--- config.mk ---
export PLATFORM = sky130hd
export DESIGN_NAME = maq_mh
export DESIGN_NICKNAME = d
export VERILOG_FILES = /design/src/rtl/maq_pkg.sv /design/src/rtl/maq_borda.sv /design/src/rtl/maq_mh.sv
export SDC_FILE = /design/constraint.sdc
export NUM_CORES = 1
export LEC_CHECK = 0
export CAP_MARGIN = 15
export CORE_MARGIN = 5
export CORE_UTILIZATION = 45
export CTS_BUF_LIST = sky130_fd_sc_hd__clkbuf_16
export CTS_CLUSTER_SIZE = 10
export DETAILED_ROUTE_END_ITERATION = 12
export PLACE_DENSITY_LB_ADDON = 0.25
export SYNTH_ARGS = -nofsm -noshare
export SYNTH_HDL_FRONTEND = slang
export SYNTH_SLANG_ARGS = --single-unit
export TNS_END_PERCENT = 50
--- constraint.sdc ---
create_clock -name maqmh_clock -period 2.3 [get_ports maqmh_clock]
set_input_delay 0.46 -clock maqmh_clock [delete_from_list [all_inputs] [get_ports maqmh_clock]]
set_output_delay 0.46 -clock maqmh_clock [all_outputs]
set_load 0.03 [all_outputs]
--- src/rtl/maq_pkg.sv ---
// Shared types, limits and BCD increment helpers for the minutes/hours clock stage.
package maq_pkg;

  typedef enum logic [1:0] {
    MODO_RUN      = 2'd0,
    MODO_SET_HORA = 2'd1,
    MODO_SET_MIN  = 2'd2
  } modo_t;

  localparam logic [2:0] MAX_MIN_MSD     = 3'd5;
  localparam logic [1:0] MAX_HORA_MSD    = 2'd2;
  localparam logic [3:0] MAX_HORA_LSD_23 = 4'd3;

  typedef struct packed {
    logic [2:0] msd;
    logic [3:0] lsd;
  } min_t;

  typedef struct packed {
    logic [1:0] msd;
    logic [3:0] lsd;
  } hora_t;

  // 59 wraps to 00; the caller decides whether that carries into hours.
  function automatic min_t min_inc(input min_t m);
    min_t r;
    r = m;
    if (m.lsd == 4'd9) begin
      r.lsd = 4'd0;
      r.msd = (m.msd == MAX_MIN_MSD) ? 3'd0 : m.msd + 3'd1;
    end else begin
      r.lsd = m.lsd + 4'd1;
    end
    return r;
  endfunction

  function automatic logic min_at_max(input min_t m);
    return (m.msd == MAX_MIN_MSD) && (m.lsd == 4'd9);
  endfunction

  function automatic hora_t hora_inc(input hora_t h);
    hora_t r;
    r = h;
    if ((h.msd == MAX_HORA_MSD) && (h.lsd == MAX_HORA_LSD_23)) begin
      r.msd = 2'd0;
      r.lsd = 4'd0;
    end else if (h.lsd == 4'd9) begin
      r.lsd = 4'd0;
      r.msd = h.msd + 2'd1;
    end else begin
      r.lsd = h.lsd + 4'd1;
    end
    return r;
  endfunction

endpackage

--- src/rtl/maq_borda.sv ---
// One-bit rising-edge detector; history resets to 1 so a level held through reset is not an edge.
module maq_borda (
  input  logic clk,
  input  logic rst_n,
  input  logic btn,
  output logic rise
);

  logic btn_q;

  always_ff @(posedge clk or negedge rst_n) begin
    if (!rst_n) btn_q <= 1'b1;
    else        btn_q <= btn;
  end

  assign rise = btn & ~btn_q;

endmodule

--- src/rtl/maq_mh.sv ---
// Minutes/hours BCD counter with a button-driven time-setting FSM.
// Optional hold-to-repeat on the adjust button is enabled with MAQMH_AUTOREPEAT_EN.
module maq_mh
  import maq_pkg::*;
#(
  parameter int HORA_INICIAL = 0,
  parameter int MIN_INICIAL  = 0,
  parameter int REPEAT_DELAY = 2
) (
  input  logic       maqmh_clock,
  input  logic       maqmh_reset,
  input  logic       maqmh_enable,
  input  logic       maqmh_incrementa_minuto,
  input  logic       maqmh_btn_modo,
  input  logic       maqmh_btn_ajuste,
  output logic [3:0] maqmh_min_lsd,
  output logic [2:0] maqmh_min_msd,
  output logic [3:0] maqmh_hora_lsd,
  output logic [1:0] maqmh_hora_msd,
  output logic [1:0] maqmh_modo,
  output logic       maqmh_zera_segundos
);

  localparam min_t  MIN_RST  = {3'(MIN_INICIAL / 10), 4'(MIN_INICIAL % 10)};
  localparam hora_t HORA_RST = {2'(HORA_INICIAL / 10), 4'(HORA_INICIAL % 10)};

  // Valid/ready-free block: every input is a level or one-cycle tick sampled on
  // the clock; outputs are registered and change one clock after the qualifying input.

  modo_t modo;
  min_t  min;
  hora_t hora;
  logic  zera;
  logic  modo_rise;
  logic  ajuste_rise;
  logic  ajuste_step;
  logic  advance;

  maq_borda u_borda_modo (
    .clk   (maqmh_clock),
    .rst_n (maqmh_reset),
    .btn   (maqmh_btn_modo),
    .rise  (modo_rise)
  );

  maq_borda u_borda_ajuste (
    .clk   (maqmh_clock),
    .rst_n (maqmh_reset),
    .btn   (maqmh_btn_ajuste),
    .rise  (ajuste_rise)
  );

  assign advance = maqmh_enable & maqmh_incrementa_minuto;

`ifdef MAQMH_AUTOREPEAT_EN
  logic [7:0] hold_cnt;
  logic       repeat_step;

  // Counts enable ticks with ajuste held; saturates at REPEAT_DELAY, then each tick repeats.
  always_ff @(posedge maqmh_clock or negedge maqmh_reset) begin
    if (!maqmh_reset) begin
      hold_cnt <= '0;
    end else if (!maqmh_btn_ajuste || modo_rise || (modo == MODO_RUN)) begin
      hold_cnt <= '0;
    end else if (maqmh_enable && (hold_cnt < 8'(REPEAT_DELAY))) begin
      hold_cnt <= hold_cnt + 8'd1;
    end
  end

  assign repeat_step = maqmh_enable & maqmh_btn_ajuste & (hold_cnt >= 8'(REPEAT_DELAY));
  assign ajuste_step = ajuste_rise | repeat_step;
`else
  localparam int unused_repeat_delay = REPEAT_DELAY;
  assign ajuste_step = ajuste_rise;
`endif

  // A mode-button edge always wins over an adjust action in the same cycle.
  always_ff @(posedge maqmh_clock or negedge maqmh_reset) begin
    if (!maqmh_reset) begin
      modo <= MODO_RUN;
      min  <= MIN_RST;
      hora <= HORA_RST;
      zera <= 1'b0;
    end else begin
      zera <= 1'b0;
      case (modo)
        MODO_RUN: begin
          if (advance) begin
            min <= min_inc(min);
            if (min_at_max(min)) hora <= hora_inc(hora);
          end
          if (modo_rise) modo <= MODO_SET_HORA;
        end
        MODO_SET_HORA: begin
          if (modo_rise)        modo <= MODO_SET_MIN;
          else if (ajuste_step) hora <= hora_inc(hora);
        end
        MODO_SET_MIN: begin
          if (modo_rise) begin
            modo <= MODO_RUN;
            zera <= 1'b1;
          end else if (ajuste_step) begin
            min <= min_inc(min);
          end
        end
        default: modo <= MODO_RUN;
      endcase
    end
  end

  assign maqmh_min_lsd       = min.lsd;
  assign maqmh_min_msd       = min.msd;
  assign maqmh_hora_lsd      = hora.lsd;
  assign maqmh_hora_msd      = hora.msd;
  assign maqmh_modo          = modo;
  assign maqmh_zera_segundos = zera;

endmodule

==> results.rst <==
.. list-table::
   :header-rows: 1

   * - Metric
     - Value
   * - Run status
     - completed
   * - Kind of start point of the critical path
     - flop
   * - Boundary pin count
     - 22
   * - Max_slew headroom
     - 0.768
   * - Dominant delay contributor by cell family on the critical path
     - buffers and inverters
   * - Flop and latch count out of synthesis
     - 18
   * - Die Area
     - about 3100 sq um
   * - Leakage power figure
     - 0.000527 uW
   * - Critical R2R Capture
     - maqmh_min_msd[2]
   * - Post-layout minimum cycle time
     - roughly 2 ns
   * - Synthesized Nets
     - 92
   * - Maximum count of clock buffers along a single path
     - 2
   * - Number of vias per cell after detailed routing
     - about 5.3
   * - Share of layout cells above drive strength 1
     - 0.120
   * - Post-detail-place hpwl
     - about 1400 microns
   * - Clock latency of the later-clocked register in the worst-skew pair
     - around 0.25 ns
   * - Worst clock skew
     - 0.000990 ns
   * - Required time of the critical path
     - about 1.8 ns
   * - Number of DRC markers in iteration 0
     - 4
   * - Total buffers and inverters traversed by the critical path
     - 1
   * - Vias in the first global route
     - between 700 and 800
   * - Via count
     - roughly 720
   * - Core box area
     - roughly 2000 sq um
   * - Mapped Area
     - ~950 sq um
   * - Synthesized area divided by synthesized cell count
     - ~11 sq um
   * - Sequential share of the synthesized area
     - 0.474
   * - CP max-delay cell
     - sky130_fd_sc_hd__clkdlybuf4s50_1
   * - Endpoint of the worst hold-timing path
     - maqmh_min_msd[0]
   * - Biggest fanout along the worst timing path
     - 9
   * - Most common library cell in the layout ignoring fill and taps
     - sky130_fd_sc_hd__clkdlybuf4s50_1
   * - Total Wirelength
     - 1910 microns
   * - Sinks on the clock net
     - 18
   * - Detail-routed net length per standard cell
     - 14.2 microns
   * - Final-layout setup total negative slack
     - 0 ns
   * - Initial standard-cell utilization of the core
     - 0.477
   * - Type of the setup path with the least slack
     - flop to primary output
   * - Area grow syn2layout
     - 33.0%
   * - Number of CTS-inserted buffers
     - 3
   * - Instance count along the most critical hold path
     - 1
   * - Number of hold-slack violations in the final timing report
     - 0
   * - Data arrival time of the critical path
     - around 1.5 ns
   * - Warning count from the yosys run
     - 0
   * - Most used cells in the layout excluding fill and tap cells
     - sky130_fd_sc_hd__clkdlybuf4s50_1 (21), sky130_fd_sc_hd__dfrtp_1 (16), sky130_fd_sc_hd__nor2_1 (8), sky130_fd_sc_hd__nor2b_1 (5), sky130_fd_sc_hd__nand2_1 (5)
   * - CP Capture Type
     - primary output
   * - Ordered list of cells on the worst path
     - clkdlybuf4s50_1
   * - Tightest Pin Transition
     - about 0.35 ns
   * - Clock transition at path regs
     - about 0.050 ns
   * - Horiz. Die Dim
     - between 50 and 60 microns
   * - Upper clock frequency limit
     - 0.501 GHz
   * - Port bufs
     - 21
   * - Remaining antenna violation count after routing
     - 0
   * - Total grt overflow
     - 0
   * - Ratio of total power to cell area
     - around 1400 nW/um^2
   * - Final worst-path cycle share
     - 0.867
   * - ANT cells
     - 0
   * - Minimum setup slack among reg-to-reg paths
     - about 0.53 ns
   * - Pin count of the biggest net entering global routing
     - 19
   * - Dominant synthesized flop cell
     - sky130_fd_sc_hd__dfrtp_1
   * - Chip Height
     - between 50 and 60 microns
   * - CTS Hold Buffers Added
     - 0
   * - Worst voltage drop across the vdd grid
     - between 0.0007 and 0.0008 V
   * - Class of the most critical hold timing path
     - flop to flop
   * - Startpoint of the most critical hold path
     - maqmh_min_msd[0]
   * - Detailed-routing iteration count for the pre-antenna-repair pass
     - 4
   * - Largest stage delay, worst path
     - 0.74 ns
   * - Level count of the clock H-tree
     - 1
   * - Post-cts sizing count
     - 0
   * - Total power draw
     - ~1800 uW
   * - Worst Reg2Reg Path Length in Cells
     - 4
   * - Final routed DRC violation total
     - 0
   * - Clock tree from TritonCTS
     - built
   * - Share of flip-flops with an asynchronous set or reset
     - 1.00
   * - Global router's overall resource usage
     - 0.136
   * - Endpoints failing setup
     - 0
   * - Count of final max-slew check failures
     - 0
   * - Crit Reg-Reg Startpoint
     - u_borda_modo.btn_q
   * - Number of max-cap violations
     - 0
   * - Total number of nets in the final design
     - approximately 120
   * - Antenna violations before repair
     - 0
   * - GP Congestion
     - between 0.7 and 0.8
   * - Number of synthesized flops with an enable pin
     - 0
   * - FP Rows
     - 16
   * - # Post-CTS Setup Buffers
     - 0
   * - Wire length of the first global-routing pass
     - about 3400 microns
   * - Cell at the root of the clock tree
     - sky130_fd_sc_hd__clkbuf_16
   * - Cell count after synthesis
     - 84
   * - Synth unique cells
     - 34
   * - RSZ-0062 raised after global routing
     - false
==> cells in the mapped netlist, types with 3 or more instances <==
cell type                   n  area (sq um)
sky130_fd_sc_hd__a21oi_1    3          15.0
sky130_fd_sc_hd__dfrtp_1   16           400
sky130_fd_sc_hd__mux2_2     4          45.0
sky130_fd_sc_hd__nand2_1    5          18.8
sky130_fd_sc_hd__nand2b_1   3          18.8
sky130_fd_sc_hd__nand3b_1   3          22.5
sky130_fd_sc_hd__nor2_1     8          30.0
sky130_fd_sc_hd__nor2b_1    5          31.3
sky130_fd_sc_hd__nor3b_1    3          22.5
sky130_fd_sc_hd__xor2_1     4          35.0
==> how the worst max path moves through the flow <==
stage                                 from                 to  slack (ns)  depth (start not counted)
after CTS                    maqmh_modo[0]      maqmh_modo[0]        0.30                          1
after detailed placement  maqmh_btn_ajuste   maqmh_min_msd[2]        0.13                          5
final                        maqmh_modo[0]      maqmh_modo[0]        0.31                          1
after floorplan              maqmh_modo[0]  maqmh_hora_msd[0]        0.56                          5
after global placement    maqmh_btn_ajuste   maqmh_min_msd[2]        0.16                          5
after global routing         maqmh_modo[0]      maqmh_modo[0]        0.24                          1
==> report_power, final <==
part	internal (uW)	leakage, uW	switching, uW
sequential	437	0.000220	187
combinational	403	0.000270	444
clock	229	0.0000370	114
==> layer usage <==
| layer | wire length, microns | track usage | share of wire |
|---|---|---|---|
| met1 | 867 | 0.160 | 0.45 |
| met2 | 915 | 0.225 | 0.48 |
| met3 | 81 | 0.0348 | 0.042 |
| met4 | 46 | 0.0712 | 0.024 |
| met5 | 0 | 0 | 0 |
==> area by class of cell <==
class | count | area [sq um]
multi-input cells | 63 | 483
flip-flops and latches | 18 | 453
well taps | 27 | 33.8
inverters | 2 | 7.51
repair buffers | 22 | 218
fillers | 163 | 732
clock buffers | 3 | 75.1
==> per-stage QoR <==
| stage | utilization | cell area, sq um | cells | hold WS (ns) | setup slack [ns] |
|---|---|---|---|---|---|
| floorplan | - | 955 | 84 | 0.164 | 0.564 |
| global placement | 0.597 | 1190 | 132 | 0.510 | 0.162 |
| detailed placement | 0.597 | 1190 | 132 | 0.515 | 0.126 |
| CTS | 0.634 | 1270 | 135 | 0.522 | 0.302 |
| global route | 0.634 | 1270 | 135 | 0.535 | 0.236 |
| finish | 0.634 | 1270 | 135 | 0.522 | 0.305 |
==> sequential cells by signal, indices dropped and copies added (netlist names) <==
register,cells
maqmh_hora_lsd,4
maqmh_hora_msd,2
maqmh_min_lsd,4
maqmh_min_msd,3
maqmh_modo,2
maqmh_zera_segundos,1
u_borda_ajuste.btn_q,1
u_borda_modo.btn_q,1
==> kinds of logic (layout without fill, tap and decap cells) <==
family          after synthesis  after routing  share of synthesized area
compound gates               13             13                      0.106
xor+xnor                      4              4                     0.0367
fa+ha+maj                     2              2                     0.0262
buf+inv                       3             27                     0.0197
flops                        18             18                      0.474
mux                           6              6                     0.0708
simple gates                 38             38                      0.266
No activity file was read; power rests on OpenSTA's default activity.
